File: src/rtl/jpeg_pkg.sv
// Shared types and helpers for the JPEG pixel writer.
// Build option JPEG_PIXEL_RGB565_EN selects RGB565 words on a 2-byte stride; default is RGB888 on 4 bytes.
package jpeg_pkg;

    localparam int unsigned MAX_ADDR_W = 64;

`ifdef JPEG_PIXEL_RGB565_EN
    localparam int unsigned PIXEL_SHIFT = 1;
`else
    localparam int unsigned PIXEL_SHIFT = 2;
`endif

    // Address is carried at the widest supported width; the top uses its low ADDR_W bits.
    typedef struct packed {
        logic [MAX_ADDR_W-1:0] addr;
        logic [31:0]           data;
        logic                  last;
    } fifo_entry_t;

    function automatic logic [31:0] packPixel(input logic [7:0] r, input logic [7:0] g, input logic [7:0] b);
        logic [31:0] word;
`ifdef JPEG_PIXEL_RGB565_EN
        logic [7:0] unusedLowBits;
        unusedLowBits = {r[2:0], g[1:0], b[2:0]};
        word = {16'h0000, r[7:3], g[7:2], b[7:3]};
`else
        word = {8'h00, r, g, b};
`endif
        return word;
    endfunction

endpackage

File: src/rtl/jpeg_pixel_fifo.sv
// Synchronous first-word-fall-through FIFO; a push while full is taken only when a pop happens in the same cycle.
module jpeg_pixel_fifo #(
    parameter int DEPTH = 16,
    parameter int WIDTH = 8
) (
    input  logic             clk,
    input  logic             rst,
    input  logic             push,
    input  logic [WIDTH-1:0] wrData,
    input  logic             pop,
    output logic [WIDTH-1:0] rdData,
    output logic             full,
    output logic             empty
);

    localparam int PTR_W = $clog2(DEPTH) + 1;
    localparam logic [PTR_W-1:0] PTR_ONE = {{(PTR_W-1){1'b0}}, 1'b1};

    logic [WIDTH-1:0] mem_r [DEPTH];
    logic [PTR_W-1:0] wrPtr_r;
    logic [PTR_W-1:0] rdPtr_r;
    logic             doPush_s;
    logic             doPop_s;

    // Extra pointer MSB tells a full ring from an empty one when the index bits match.
    assign empty    = (wrPtr_r == rdPtr_r);
    assign full     = (wrPtr_r[PTR_W-1] != rdPtr_r[PTR_W-1]) &&
                      (wrPtr_r[PTR_W-2:0] == rdPtr_r[PTR_W-2:0]);
    assign doPop_s  = pop && !empty;
    assign doPush_s = push && (!full || doPop_s);
    assign rdData   = empty ? {WIDTH{1'b0}} : mem_r[rdPtr_r[PTR_W-2:0]];

    // Pointer registers.
    always_ff @(posedge clk or posedge rst) begin
        if (rst) begin
            wrPtr_r <= {PTR_W{1'b0}};
            rdPtr_r <= {PTR_W{1'b0}};
        end else begin
            if (doPush_s) begin
                wrPtr_r <= wrPtr_r + PTR_ONE;
            end
            if (doPop_s) begin
                rdPtr_r <= rdPtr_r + PTR_ONE;
            end
        end
    end

    // Storage array write port.
    always_ff @(posedge clk) begin
        if (doPush_s) begin
            mem_r[wrPtr_r[PTR_W-2:0]] <= wrData;
        end
    end

endmodule

File: src/rtl/jpeg_pixel_writer.sv
// Turns the decoded pixel stream into clipped, addressed frame-buffer writes over a valid/ready port.
// Build option JPEG_PIXEL_RGB565_EN (see jpeg_pkg) selects the pixel packing and stride.
module jpeg_pixel_writer
    import jpeg_pkg::*;
#(
    parameter int FIFO_DEPTH = 16,
    parameter int ADDR_W     = 32
) (
    input  logic              clk,
    input  logic              rst,
    input  logic              JpegDecodeIdle,
    input  logic [ADDR_W-1:0] BaseAddr,
    input  logic              InEnable,
    input  logic [15:0]       InWidth,
    input  logic [15:0]       InHeight,
    input  logic [15:0]       InPixelX,
    input  logic [15:0]       InPixelY,
    input  logic [7:0]        InR,
    input  logic [7:0]        InG,
    input  logic [7:0]        InB,
    output logic              MemWrValid,
    input  logic              MemWrReady,
    output logic [ADDR_W-1:0] MemWrAddr,
    output logic [31:0]       MemWrData,
    output logic              Overflow,
    output logic              FrameDone,
    output logic [31:0]       PixelCount
);

    logic              idleD_r;
    logic              frameStart_s;
    logic [ADDR_W-1:0] baseAddr_r;

    logic              s1Keep_r;
    logic [15:0]       s1X_r;
    logic [15:0]       s1Y_r;
    logic [7:0]        s1R_r;
    logic [7:0]        s1G_r;
    logic [7:0]        s1B_r;
    logic              s1Keep_s;

    logic [31:0]       offset_s;
    logic [ADDR_W-1:0] addrSum_s;
    fifo_entry_t       s2Next_s;
    fifo_entry_t       s2Entry_r;
    logic              s2Keep_r;

    fifo_entry_t       fifoHead_s;
    logic              fifoFull_s;
    logic              fifoEmpty_s;
    logic              pop_s;
    logic              drop_s;

    logic              overflow_r;
    logic              frameDone_r;
    logic [31:0]       pixelCount_r;

    assign frameStart_s = idleD_r && !JpegDecodeIdle;

    // Idle history for frame-start detection and base-address latch.
    always_ff @(posedge clk or posedge rst) begin
        if (rst) begin
            idleD_r    <= 1'b1;
            baseAddr_r <= {ADDR_W{1'b0}};
        end else begin
            idleD_r <= JpegDecodeIdle;
            if (frameStart_s) begin
                baseAddr_r <= BaseAddr;
            end
        end
    end

    // MCU padding outside the image is dropped here and never reaches the FIFO.
    assign s1Keep_s = InEnable && (InPixelX < InWidth) && (InPixelY < InHeight);

    // Stage 1: capture pixel and clip decision.
    always_ff @(posedge clk or posedge rst) begin
        if (rst) begin
            s1Keep_r <= 1'b0;
            s1X_r    <= 16'd0;
            s1Y_r    <= 16'd0;
            s1R_r    <= 8'd0;
            s1G_r    <= 8'd0;
            s1B_r    <= 8'd0;
        end else begin
            s1Keep_r <= s1Keep_s;
            s1X_r    <= InPixelX;
            s1Y_r    <= InPixelY;
            s1R_r    <= InR;
            s1G_r    <= InG;
            s1B_r    <= InB;
        end
    end

    assign offset_s  = ({16'h0000, s1Y_r} * {16'h0000, InWidth}) + {16'h0000, s1X_r};
    assign addrSum_s = baseAddr_r + (ADDR_W'(offset_s) << PIXEL_SHIFT);

    // Stage-2 entry assembly.
    always_comb begin
        s2Next_s      = '0;
        s2Next_s.addr = MAX_ADDR_W'(addrSum_s);
        s2Next_s.data = packPixel(s1R_r, s1G_r, s1B_r);
        s2Next_s.last = (s1X_r == (InWidth - 16'd1)) && (s1Y_r == (InHeight - 16'd1));
    end

    // Stage 2: address/data register feeding the FIFO.
    always_ff @(posedge clk or posedge rst) begin
        if (rst) begin
            s2Keep_r  <= 1'b0;
            s2Entry_r <= '0;
        end else begin
            s2Keep_r  <= s1Keep_r;
            s2Entry_r <= s2Next_s;
        end
    end

    assign pop_s  = !fifoEmpty_s && MemWrReady;
    assign drop_s = s2Keep_r && fifoFull_s && !pop_s;

    jpeg_pixel_fifo #(
        .DEPTH (FIFO_DEPTH),
        .WIDTH ($bits(fifo_entry_t))
    ) uFifo (
        .clk    (clk),
        .rst    (rst),
        .push   (s2Keep_r),
        .wrData (s2Entry_r),
        .pop    (pop_s),
        .rdData (fifoHead_s),
        .full   (fifoFull_s),
        .empty  (fifoEmpty_s)
    );

    if (ADDR_W < int'(MAX_ADDR_W)) begin : gAddrHi
        logic unusedAddrHi_s;
        assign unusedAddrHi_s = ^fifoHead_s.addr[MAX_ADDR_W-1:ADDR_W];
    end

    // Status: sticky overflow, completion pulse, per-frame accepted count.
    always_ff @(posedge clk or posedge rst) begin
        if (rst) begin
            overflow_r   <= 1'b0;
            frameDone_r  <= 1'b0;
            pixelCount_r <= 32'd0;
        end else begin
            if (drop_s) begin
                overflow_r <= 1'b1;
            end else if (frameStart_s) begin
                overflow_r <= 1'b0;
            end
            // A pop coinciding with frame start belongs to the new frame.
            if (frameStart_s) begin
                pixelCount_r <= {31'd0, pop_s};
            end else if (pop_s) begin
                pixelCount_r <= pixelCount_r + 32'd1;
            end
            frameDone_r <= pop_s && fifoHead_s.last;
        end
    end

    assign MemWrValid = !fifoEmpty_s;
    assign MemWrAddr  = fifoHead_s.addr[ADDR_W-1:0];
    assign MemWrData  = fifoHead_s.data;
    assign Overflow   = overflow_r;
    assign FrameDone  = frameDone_r;
    assign PixelCount = pixelCount_r;

endmodule

File: config.mk
export PLATFORM = sky130hd
export DESIGN_NAME = jpeg_pixel_writer
export DESIGN_NICKNAME = d
export VERILOG_FILES = /design/src/rtl/jpeg_pkg.sv /design/src/rtl/jpeg_pixel_fifo.sv /design/src/rtl/jpeg_pixel_writer.sv
export SDC_FILE = /design/constraint.sdc
export NUM_CORES = 2
export LEC_CHECK = 0
export CORE_MARGIN = 1
export CORE_UTILIZATION = 55
export CTS_CLUSTER_DIAMETER = 60
export CTS_CLUSTER_SIZE = 30
export DETAILED_ROUTE_END_ITERATION = 8
export PLACE_DENSITY = 0.73
export SYNTH_ARGS = -nofsm -noshare
export SYNTH_HDL_FRONTEND = slang
export SYNTH_SLANG_ARGS = --single-unit
File: constraint.sdc
create_clock -name clk -period 11.1 [get_ports clk]
set_input_delay 2.22 -clock clk [delete_from_list [all_inputs] [get_ports clk]]
set_output_delay 2.22 -clock clk [all_outputs]
set_load 0.03 [all_outputs]
==> results.toml <==
[timing]
finalMaxSlewViolations = 0
setup_viol = 0
clock_skew_ns = 0.04985
tightest_slew_ns = 1.069
fin_crit_ns = 9.634
finalHoldViolCount = 0
period_share_pct = 86.79
fin_ws_ns = 1.466
setup_tns_ns = 0
rsz0062_at_grt = "false"
max_freq_mhz = 103.8
max_slew_margin_pct = 28.76

[route]
vias = 28330
dr.pass1.iters = 7
drc = 0
drt-vias-per-instance = 5.851
routedWlPerCell_um = 25.08
drt.antenna.violating_nets = 0
drt_iter0_drc = 2398
routed_wl_um = 121400

[synthesis]
synth_edf_count = 912
ys_warn_count = 0
ys_seq_area_share_pct = 60.98
synth_ff_type = "edfxtp_1"
syn_area_per_cell_um2 = 15.97
async_flop_share_pct = 17.39
yosysUniqueCellTypes = 71
synthCells = 3306
syn_area_um2 = 52790
ys_ff_latch = 1104

[layout]
nets = 4007
regArea_um2 = 32210
area.growth.synth_to_final_pct = 12.51
multiInputGateArea_um2 = 18780
nFillCells = 6860
fin_area_um2 = 59400
drive_gt1_share_pct = 14.49
utilization_pct = 62.52

[global_routing]
top_usage_layer = "met2"
grt-ovfl-total = 0
grtUsageMet2_pct = 43.49
globalRouteMet1Util_pct = 34.07
grt_pass1_wl_um = 182400
first_global_vias = 29010
grt_antenna_before_repair = 2
grt_max_degree = 120
grt.total_usage_pct = 25.48
met3_usage_pct = 3.507

[die]
start_util_pct = 55.56
die_area_um2 = 97230
die_w_um = 311.8
coreArea_um2 = 95010
chipHeight_um = 311.8
rows = 113
top_level_ports = 224

[cts]
postCtsSetupRepairBufs = 0
cts.root.buffer_cell = "clkbuf_16"
tritoncts = "yes"
cts.clk_slew.worst_paths_ns = 0.08
cts_made_buffers = 80
clock_sinks = 1104
clk_latency_ns = 0.69
cts_hold_buf = 0
htree_levels = 3
clockBufferDepth = 3
ctsResizeCount = 0

[placement]
place.gp.congestion = 0.8896
pre_cts_slack_ns = 0.8026
dpl_cell_area_um2 = 56390
dp_hpwl_um = 73600
port_buffers = 215

[critical_path]
critPathSlowestCell = "clkdlybuf4s50_1"
setup.worst_path.class = "input port to flop"
cp.required_ns = 11.64
worstPathMaxFanout = 12
cp_common_cell = "fa_1"
critPathMaxStageDelay_ns = 0.72
startpoint_type = "input port"
end_kind = "flop"
cp.arrival_ns = 10.17

[min_path]
min_path_type = "flop to flop"

[outcome]
outcome = "completed"

[job]
maxCapViolCount = 0
## layer usage
metal  up-vias  routed length [µm]  share of wire, %
met5         -                   0                 0
met4         0                3865               3.2
met3       199                7914               6.5
met2      1078               61850                51
met1     14720               47770                39
li1      12330                   -                 -
## logic make-up (layout without fill, tap and decap cells)
| group | count (synthesis) | count (layout) | synth area share, % |
|---|---|---|---|
| buf+inv | 491 | 752 | 3.614 |
| simple gates | 726 | 726 | 6.783 |
| other cells | 1 | 10 | 0.007103 |
| compound gates | 189 | 189 | 2.332 |
| mux | 287 | 287 | 12.20 |
| fa+ha+maj | 376 | 376 | 11.90 |
| flops | 1104 | 1104 | 60.98 |
| xor+xnor | 132 | 132 | 2.190 |
## final cells by class
class | count | area share (%)
clock inverters | 60 | 1.485
flip-flops and latches | 1104 | 54.22
well taps | 1265 | 2.665
repair buffers | 260 | 4.255
multi-input cells | 1718 | 31.62
clock buffers | 90 | 3.573
inverters | 342 | 2.174
diodes | 2 | 0.008426
## through the flow
stage / hold WS [ns] / cells
final: 0.3508 / 4841
after global routing: 0.3563 / 4840
after CTS: 0.3392 / 4839
after detailed placement: 0.3347 / 4689
after global placement: 0.3328 / 4689
after floorplan: 0.3312 / 3313
## final timing paths
kind | slack [ns] | end | startpoint | cells after the start
max reg2reg | 2.97 | s2Entry_r[63]$_DFF_PP0_ | s1Y_r[10]$_DFF_PP0_ | 30
max | 1.47 | s2Entry_r[63]$_DFF_PP0_ | InWidth[3] | 31
min in group asynchronous | 2.07 | s1Y_r[1]$_DFF_PP0_ | rst | 2
max in group asynchronous | 7.48 | s2Entry_r[18]$_DFF_PP0_ | rst | 3
min reg2reg | 0.35 | s2Entry_r[7]$_DFF_PP0_ | s1B_r[6]$_DFF_PP0_ | 0
min | 0.35 | s2Entry_r[7]$_DFF_PP0_ | s1B_r[6]$_DFF_PP0_ | 0
## worst max-delay path: cells and delay by family
kind	cells	cell delay (ns)
compound gates	11	2.04
xor+xnor	2	0.29
fa+ha+maj	8	3.61
buf+inv	5	1.14
simple gates	5	0.84
## Yosys cell counts (all sizes together), types with 4 or more instances
| cell type | instances | area share, % |
|---|---|---|
| o211ai | 4 | 0.057 |
| mux4 | 285 | 12 |
| xor2 | 46 | 0.76 |
| fa | 210 | 8.0 |
| nand2 | 301 | 2.1 |
| or3 | 10 | 0.12 |
| nor2 | 81 | 0.58 |
| a31oi | 5 | 0.088 |
| and3 | 10 | 0.12 |
| a21o | 25 | 0.36 |
| o21bai | 7 | 0.10 |
| nor4 | 9 | 0.15 |
| ha | 166 | 3.9 |
| nand3 | 38 | 0.36 |
| inv | 342 | 2.4 |
| nor3b | 7 | 0.10 |
| nor2b | 12 | 0.14 |
| o22ai | 4 | 0.047 |
| a211oi | 11 | 0.17 |
| nand4 | 20 | 0.24 |
| o21ai | 48 | 0.46 |
| clkbuf | 105 | 0.75 |
| a21oi | 57 | 0.56 |
| o21a | 6 | 0.085 |
| nand2b | 13 | 0.15 |
| nor3 | 22 | 0.22 |
| dfrtp | 191 | 9.1 |
| edfxtp | 912 | 52 |
| and4 | 4 | 0.066 |
| and2 | 188 | 2.2 |
| buf | 44 | 0.44 |
| xnor2 | 86 | 1.4 |
## flip-flops by register name (all words and copies together) (netlist names), 8 cells and up
register,cells
s1Y_r,16
PixelCount,32
s2Entry_r,57
uFifo.mem_r,912
baseAddr_r,32
s1R_r,8
s1G_r,8
s1B_r,8
s1X_r,16
## cell usage in the layout, fill, tap and decap left out, types with 14 or more instances in the layout
master / instances
nor2_1: 80
dfrtp_1: 187
nor3_1: 21
clkdlybuf4s50_1: 215
edfxtp_1: 912
xnor2_1: 86
clkbuf_16: 82
clkinv_8: 14
a21o_1: 22
inv_6: 14
ha_1: 166
nand4_1: 20
mux4_2: 285
and2_1: 175
a21oi_1: 54
xor2_1: 46
buf_4: 42
fa_1: 210
inv_1: 341
nand3_1: 38
nand2_1: 301
o21ai_0: 45
Power is left out: the tool's default activity adds up to more than one toggle a clock period on the data nets, which glitch-free logic cannot reach.
